### config.mk
export PLATFORM = sky130hd
export DESIGN_NAME = timepulse_gen
export DESIGN_NICKNAME = d
export VERILOG_FILES = /design/src/rtl/timepulse_gen.sv
export SDC_FILE = /design/constraint.sdc
export NUM_CORES = 1
export LEC_CHECK = 0
export ABC_AREA = 1
export ABC_CLOCK_PERIOD_IN_PS = 1410
export BUFFER_PORTS_ARGS = -buffer_cell sky130_fd_sc_hd__buf_2
export CAP_MARGIN = 20
export CORE_MARGIN = 4
export CORE_UTILIZATION = 45
export DETAILED_ROUTE_END_ITERATION = 10
export PLACE_DENSITY = 0.79
export SYNTH_ARGS = -nofsm -noshare
export SYNTH_HDL_FRONTEND = slang
export SYNTH_SLANG_ARGS = --single-unit
### constraint.sdc
create_clock -name clk -period 1.41 [get_ports clk]
set_input_delay 0.141 -clock clk [delete_from_list [all_inputs] [get_ports clk]]
set_output_delay 0.141 -clock clk [all_outputs]
set_load 0.005 [all_outputs]
### src/rtl/timepulse_gen.sv
// ---------------------------------------------------------------------------
// timepulse_gen
//
// Master timing stage for the AGC gate-level simulation. It divides the
// simulation clock into timepulses T01..T12 and groups every 12 timepulses
// into one memory cycle time (MCT). It can free-run, halt at the end of
// the current MCT, or run exactly one MCT for each rising edge of step.
//
// Ports
//   clk        simulation clock; all state updates on its rising edge
//   rst        asynchronous active-high reset
//   run        level, 1 = free-run MCTs
//   stop_req   level, 1 = halt at the end of the current MCT
//   step       a rising edge requests one MCT while halted
//   tp         one-hot timepulses, bit0 = T01 .. bit11 = T12; zero when halted
//   phase      divider count within the current timepulse, 0..DIV-1
//   mct_end    high for the final clk cycle of T12
//   halted     1 when no MCT is in progress
//   mct_count  number of completed MCTs, wraps at 16 bits
//
// Every output comes straight from a register.
// ---------------------------------------------------------------------------
module timepulse_gen #(
  parameter int DIV = 4,   // clk cycles per timepulse, 2..16
  parameter int NTP = 12   // timepulses per MCT
) (
  input  logic           clk,
  input  logic           rst,
  input  logic           run,
  input  logic           stop_req,
  input  logic           step,
  output logic [NTP-1:0] tp,
  output logic [3:0]     phase,
  output logic           mct_end,
  output logic           halted,
  output logic [15:0]    mct_count
);

  localparam logic [3:0] PH_LAST = 4'(DIV - 1);
  // mct_end is registered, so it is set one cycle ahead of the last phase.
  localparam logic [3:0] PH_PRE  = 4'(DIV - 2);

  typedef enum logic [1:0] {
    S_HALT  = 2'd0,
    S_RUN   = 2'd1,
    S_STEP1 = 2'd2
  } state_t;

  state_t           state_q, state_d;
  logic [NTP-1:0]   tp_q, tp_d;
  logic [3:0]       phase_q, phase_d;
  logic             mct_end_q, mct_end_d;
  logic             halted_q, halted_d;
  logic [15:0]      mct_count_q, mct_count_d;
  logic             step_q;

  logic             step_edge;
  logic             keep_running;

  assign step_edge    = step & ~step_q;
  assign keep_running = run & ~stop_req;

  // -------------------------------------------------------------------------
  // State and output registers
  // -------------------------------------------------------------------------
  always_ff @(posedge clk or posedge rst) begin
    if (rst) begin
      state_q     <= S_HALT;
      tp_q        <= '0;
      phase_q     <= '0;
      mct_end_q   <= 1'b0;
      halted_q    <= 1'b1;
      mct_count_q <= '0;
      step_q      <= 1'b0;
    end else begin
      state_q     <= state_d;
      tp_q        <= tp_d;
      phase_q     <= phase_d;
      mct_end_q   <= mct_end_d;
      halted_q    <= halted_d;
      mct_count_q <= mct_count_d;
      step_q      <= step;
    end
  end

  // -------------------------------------------------------------------------
  // Next-state logic. An MCT, once started, is only left on the cycle after
  // mct_end, so run/stop_req changes never cut a cycle short.
  // -------------------------------------------------------------------------
  always_comb begin
    state_d = state_q;
    case (state_q)
      S_HALT: begin
        // run has priority; a coincident step edge is simply consumed.
        if (keep_running) begin
          state_d = S_RUN;
        end else if (step_edge) begin
          state_d = S_STEP1;
        end
      end
      S_RUN: begin
        if (mct_end_q && !keep_running) begin
          state_d = S_HALT;
        end
      end
      S_STEP1: begin
        if (mct_end_q) begin
          state_d = S_HALT;
        end
      end
      default: state_d = S_HALT;
    endcase
  end

  // -------------------------------------------------------------------------
  // Next values of the registered outputs
  // -------------------------------------------------------------------------
  always_comb begin
    tp_d        = tp_q;
    phase_d     = phase_q;
    halted_d    = halted_q;
    mct_count_d = mct_count_q;
    mct_end_d   = 1'b0;

    if (state_q == S_HALT) begin
      if (state_d != S_HALT) begin
        tp_d     = NTP'(1);
        phase_d  = '0;
        halted_d = 1'b0;
      end else begin
        tp_d     = '0;
        phase_d  = '0;
        halted_d = 1'b1;
      end
    end else if (mct_end_q) begin
      // Cycle after the last phase of T12: count it, then restart or halt.
      mct_count_d = mct_count_q + 16'd1;
      phase_d     = '0;
      if (state_d == S_RUN) begin
        tp_d     = NTP'(1);
        halted_d = 1'b0;
      end else begin
        tp_d     = '0;
        halted_d = 1'b1;
      end
    end else begin
      if (phase_q == PH_LAST) begin
        phase_d = '0;
        tp_d    = {tp_q[NTP-2:0], tp_q[NTP-1]};
      end else begin
        phase_d = phase_q + 4'd1;
      end
      // Next cycle is the last phase of T12.
      mct_end_d = tp_q[NTP-1] && (phase_q == PH_PRE);
    end
  end

  assign tp        = tp_q;
  assign phase     = phase_q;
  assign mct_end   = mct_end_q;
  assign halted    = halted_q;
  assign mct_count = mct_count_q;

endmodule

==> summary by stage <==
Outcome
The flow ran to the end, and the final reports show no timing, DRC or antenna violations.

GRT
The first global-routing pass estimated 6.285 mm of wire. The number of antenna violations at the first check in global routing is 0. After global routing the overflow that remains totals 0.

The number of global-route vias before repair is 1490. The total global routing track utilization is 15.43%. Entering global routing, the biggest net connects 38 pins.

Synthesis
The synthesized instance count is 212. The combined area of all synthesized cells is 0.001773 mm^2. The flip-flop and latch count after synthesis is 37.

The average cell area after synthesis is 8.363 um^2. Synthesis produced a netlist with a net count of 220. Ranked by total cell area, the synthesized netlist is headed by sky130_fd_sc_hd__dfrtp_1, sky130_fd_sc_hd__nand2_1, sky130_fd_sc_hd__inv_1.

The sequential fraction of the synthesis area is 52.29%. The unique cell type count in the Yosys netlist is 23. The post-synthesis cell type with the largest combined area is sky130_fd_sc_hd__dfrtp_1. The share of synthesized area in the top cell type comes to 50.81%. The number of warnings issued by yosys is 0.

Clock tree
The clock tree from TritonCTS is yes. The H-tree depth is 2. The library cell used as clock root buffer is sky130_fd_sc_hd__clkbuf_8. The number of clock sinks seen by CTS is 37. In this run the deepest clock path goes through 2 buffers. In this run, CTS created clock tree buffers numbering 5.

Clock-pin slew was measured on the worst setup and hold paths at 80 ps. The clock latency of the later-clocked register in the worst-skew pair is 290 ps.

STA
The shortest clock period the worst path allows after layout is 1320 ps. The number of failing setup endpoints in the final timing report is 0. The worst clock skew on the final layout is 7.577 ps.

In the post-route analysis, the smallest setup slack over all paths is 89.99 ps. The maximum achievable frequency is 757.6 MHz. The final hold violation count is 0. The worst pin sits at a relative slew slack of 69.73%. The number of pins exceeding their max-slew limit in the final report was 0. Setup repair after global routing could not meet its margin everywhere. The actual transition at the worst max-transition pin is 454.0 ps.

The final critical path takes up 93.62% of the cycle.

Finish
The number of antenna diodes in the final layout is 0. The layout overhead on the synthesized area is 28.65%. In the layout the commonest cells are sky130_fd_sc_hd__nand2_1, sky130_fd_sc_hd__buf_2, sky130_fd_sc_hd__inv_1, sky130_fd_sc_hd__dfrtp_1, sky130_fd_sc_hd__buf_4. The most frequent standard cell in the layout excluding fill and tap cells is sky130_fd_sc_hd__nand2_1.

The post-route non-filler standard cell count is 326. The net count reported at finish is 285. The final design instance area without fill is 0.002281 mm^2. The filler cells instantiated in the layout total 334.

The fraction of final layout cells with drive strength greater than 1 is 27.70%.

Critical path
STA classifies the critical path startpoint as a flop. The delay of the slowest cell on the worst path is 400 ps. In this run the number of cells on the critical path is 8. The cell type of the slowest stage on the worst timing path is sky130_fd_sc_hd__dfrtp_1. The buffer and inverter count on the worst path is 1. The worst reg2reg path depth is 8.

The startpoint identified for the worst register-to-register timing path is mct_count[1]$_DFFE_PP0P_. The critical path goes through ha_1 -> nand3_1 -> inv_2 -> nand2_4 -> nor2_4 -> nand3_1 -> nand2_1 -> nand2_1. Data arrives at the worst endpoint at 1500 ps. At the worst endpoint, the required time is 1590 ps. The kind of cell adding the most delay to the critical path is simple AND/OR/NAND/NOR gates.

Tracing the worst setup path back leads to its startpoint at mct_count[1]$_DFFE_PP0P_. STA classifies the critical path endpoint as a flop. The worst setup path is of the flop to flop kind. The most critical setup path has its endpoint at mct_count[14]$_DFFE_PP0P_.

The worst reg-to-reg setup slack is 90 ps. The worst register-to-register path ends at mct_count[14]$_DFFE_PP0P_. Of all nets on the critical path, the largest fanout is 6.

Run
The number of maximum-capacitance violations is 0.

Place
The placed instance count is 310. The number of port buffers is 38. The cell area after placement is 0.002116 mm^2.

At the end of routability-driven placement, the weighted congestion stood at 0.8168. Detailed placement ended at an HPWL of 2.734 mm. The worst slack at placement is -45.92 ps.

Power and ir drop
The cell area power density is 841.4 mW/mm^2. Sequential cells account for 56.6% of the total power. Combinational cells account for 6.3% of the total power. Net switching is 23.53% of the power. The worst vdd rail ir drop is 0.6942 mV.

The analysis attributes to net switching a power of 0.4515 mW. The leakage power of the design is 1.337 nW. Cell internal power was estimated by the tool at 1.468 mW.

The relative contribution of the clock network to total power is 37.1%.

Routing
The wire length on met2 is 1.772 mm. The routed design has 3.726 mm of wire. In the detailed route, the total length drawn on met3 is 205 um. In the routed layout, each cell is associated on average with a via count of 4.804.

The count of nets left with antenna violations after detail routing is 0. The highest routing layer actually used is met4. The routed metal-1 wire length is 1.654 mm. The final routed DRC violation total is 0. The final routed wire length divided by cell count is 11.43 um. The first detailed-routing pass ran for 4 iterations. For this block, the initial DRC count from the detailed router was 55.

The total number of vias is 1566.

Floorplan
The floorplan step set the die height to 70.77 um. Row generation in the floorplan step produced 22 rows. For this design the top-level I/O count stands at 39. The initial utilization of the core area, before any placement, comes to 47.36%. The horizontal die dimension is 70.77 um.

The area inside the core boundary is 0.003744 mm^2. The total die area is 0.005008 mm^2.

Worst hold path
The class of the most critical hold timing path is input pin to flop.
## layer usage
layer / GRT usage (%) / up-vias
met2: 26.36 / 41
li1: - / 784
met3: 4.545 / 11
met1: 17.83 / 730
met4: 6.889 / 0
met5: 0 / -
## through the flow
step	power (mW)	hold WS (ps)	TNS (ps)	utilization (%)
finish	1.919	182.0	0	60.93
CTS	1.936	164.9	0	59.53
detailed placement	1.221	265.3	-338.1	56.52
global placement	1.220	265.3	0	56.52
global route	2.005	188.7	-58.17	60.93
floorplan	1.173	172.4	0	-
## synth_stat cells
| cell type | n |
|---|---|
| sky130_fd_sc_hd__a22o_1 | 1 |
| sky130_fd_sc_hd__a21boi_0 | 1 |
| sky130_fd_sc_hd__ha_1 | 3 |
| sky130_fd_sc_hd__nand2_1 | 60 |
| sky130_fd_sc_hd__nor2_1 | 21 |
| sky130_fd_sc_hd__dfstp_2 | 1 |
| sky130_fd_sc_hd__inv_1 | 38 |
| sky130_fd_sc_hd__nor2_2 | 1 |
| sky130_fd_sc_hd__nand3_1 | 11 |
| sky130_fd_sc_hd__nor3_1 | 2 |
| sky130_fd_sc_hd__dfrtp_1 | 36 |
| sky130_fd_sc_hd__xnor2_1 | 5 |
| sky130_fd_sc_hd__nor2_4 | 2 |
| sky130_fd_sc_hd__nand2_2 | 1 |
| sky130_fd_sc_hd__nand2_4 | 1 |
| sky130_fd_sc_hd__o21ai_0 | 6 |
| sky130_fd_sc_hd__buf_4 | 1 |
| sky130_fd_sc_hd__nand4_1 | 4 |
| sky130_fd_sc_hd__buf_2 | 1 |
| sky130_fd_sc_hd__xor2_1 | 3 |
| sky130_fd_sc_hd__a22oi_1 | 8 |
| sky130_fd_sc_hd__a21oi_1 | 4 |
| sky130_fd_sc_hd__nor3_4 | 1 |
## cells by family after synthesis
logic type / after synthesis / share of synthesized area (%)
AOI/OAI and AO/OA: 20 / 7.128
xor gates and xnor gates: 8 / 3.952
adders and majority gates: 3 / 2.117
buffers and inverters: 40 / 8.751
DFF: 37 / 52.29
and+or+nand+nor: 104 / 25.76
## worst min-delay path, stage by stage
cell and delay [ps]:
sky130_fd_sc_hd__buf_2 70, sky130_fd_sc_hd__inv_1 30, sky130_fd_sc_hd__nand2_1 90, sky130_fd_sc_hd__a21oi_1 90
## flip-flops by register name, indices dropped and copies added, names as in the netlist
signal,flops
tp,12
step_q,1
halted,1
mct_end,1
phase,4
mct_count,16
state_q,2
## layout make-up
cell class              count  area (um^2)  area share (%)
clock buffers               6        72.57           3.182
clock inverters             2        10.01          0.4388
inverters                  38        142.6           6.253
multi-input cells         135        708.2           31.05
flip-flops and latches     37        927.1           40.65
well taps                  48        60.06           2.633
repair buffers             60        360.3           15.80
## how the worst min path moves through the flow
stage | startpoint | end | slack (ps) | depth (start not counted)
global route | run | state_q[0]$_DFF_PP0_ | 190 | 3
CTS | stop_req | state_q[0]$_DFF_PP0_ | 160 | 4
finish | stop_req | state_q[0]$_DFF_PP0_ | 180 | 4
detailed placement | step | step_q$_DFF_PP0_ | 270 | 1
global placement | rst | tp[5]$_DFFE_PP0P_ | 270 | 3
floorplan | step | step_q$_DFF_PP0_ | 170 | 0
## power groups by stage
stage	Sequential, mW	Clock [mW]	Combinational (mW)
2_1_floorplan	1.11	0	0.0669
3_3_place_gp	1.11	0	0.114
3_5_place_dp	1.11	0	0.115
4_1_cts	1.09	0.731	0.120
5_1_grt	1.09	0.779	0.139
6_report	1.09	0.713	0.120
## timing repair
item,in CTS,in global routing
setup endpoints to repair,10,14
hold endpoints to repair,37,0
hold buffers,2,0
buffers inserted,1,5
pin swaps,0,1
resized for setup,1,6
Note: power is estimated with default switching activity, not from simulation.
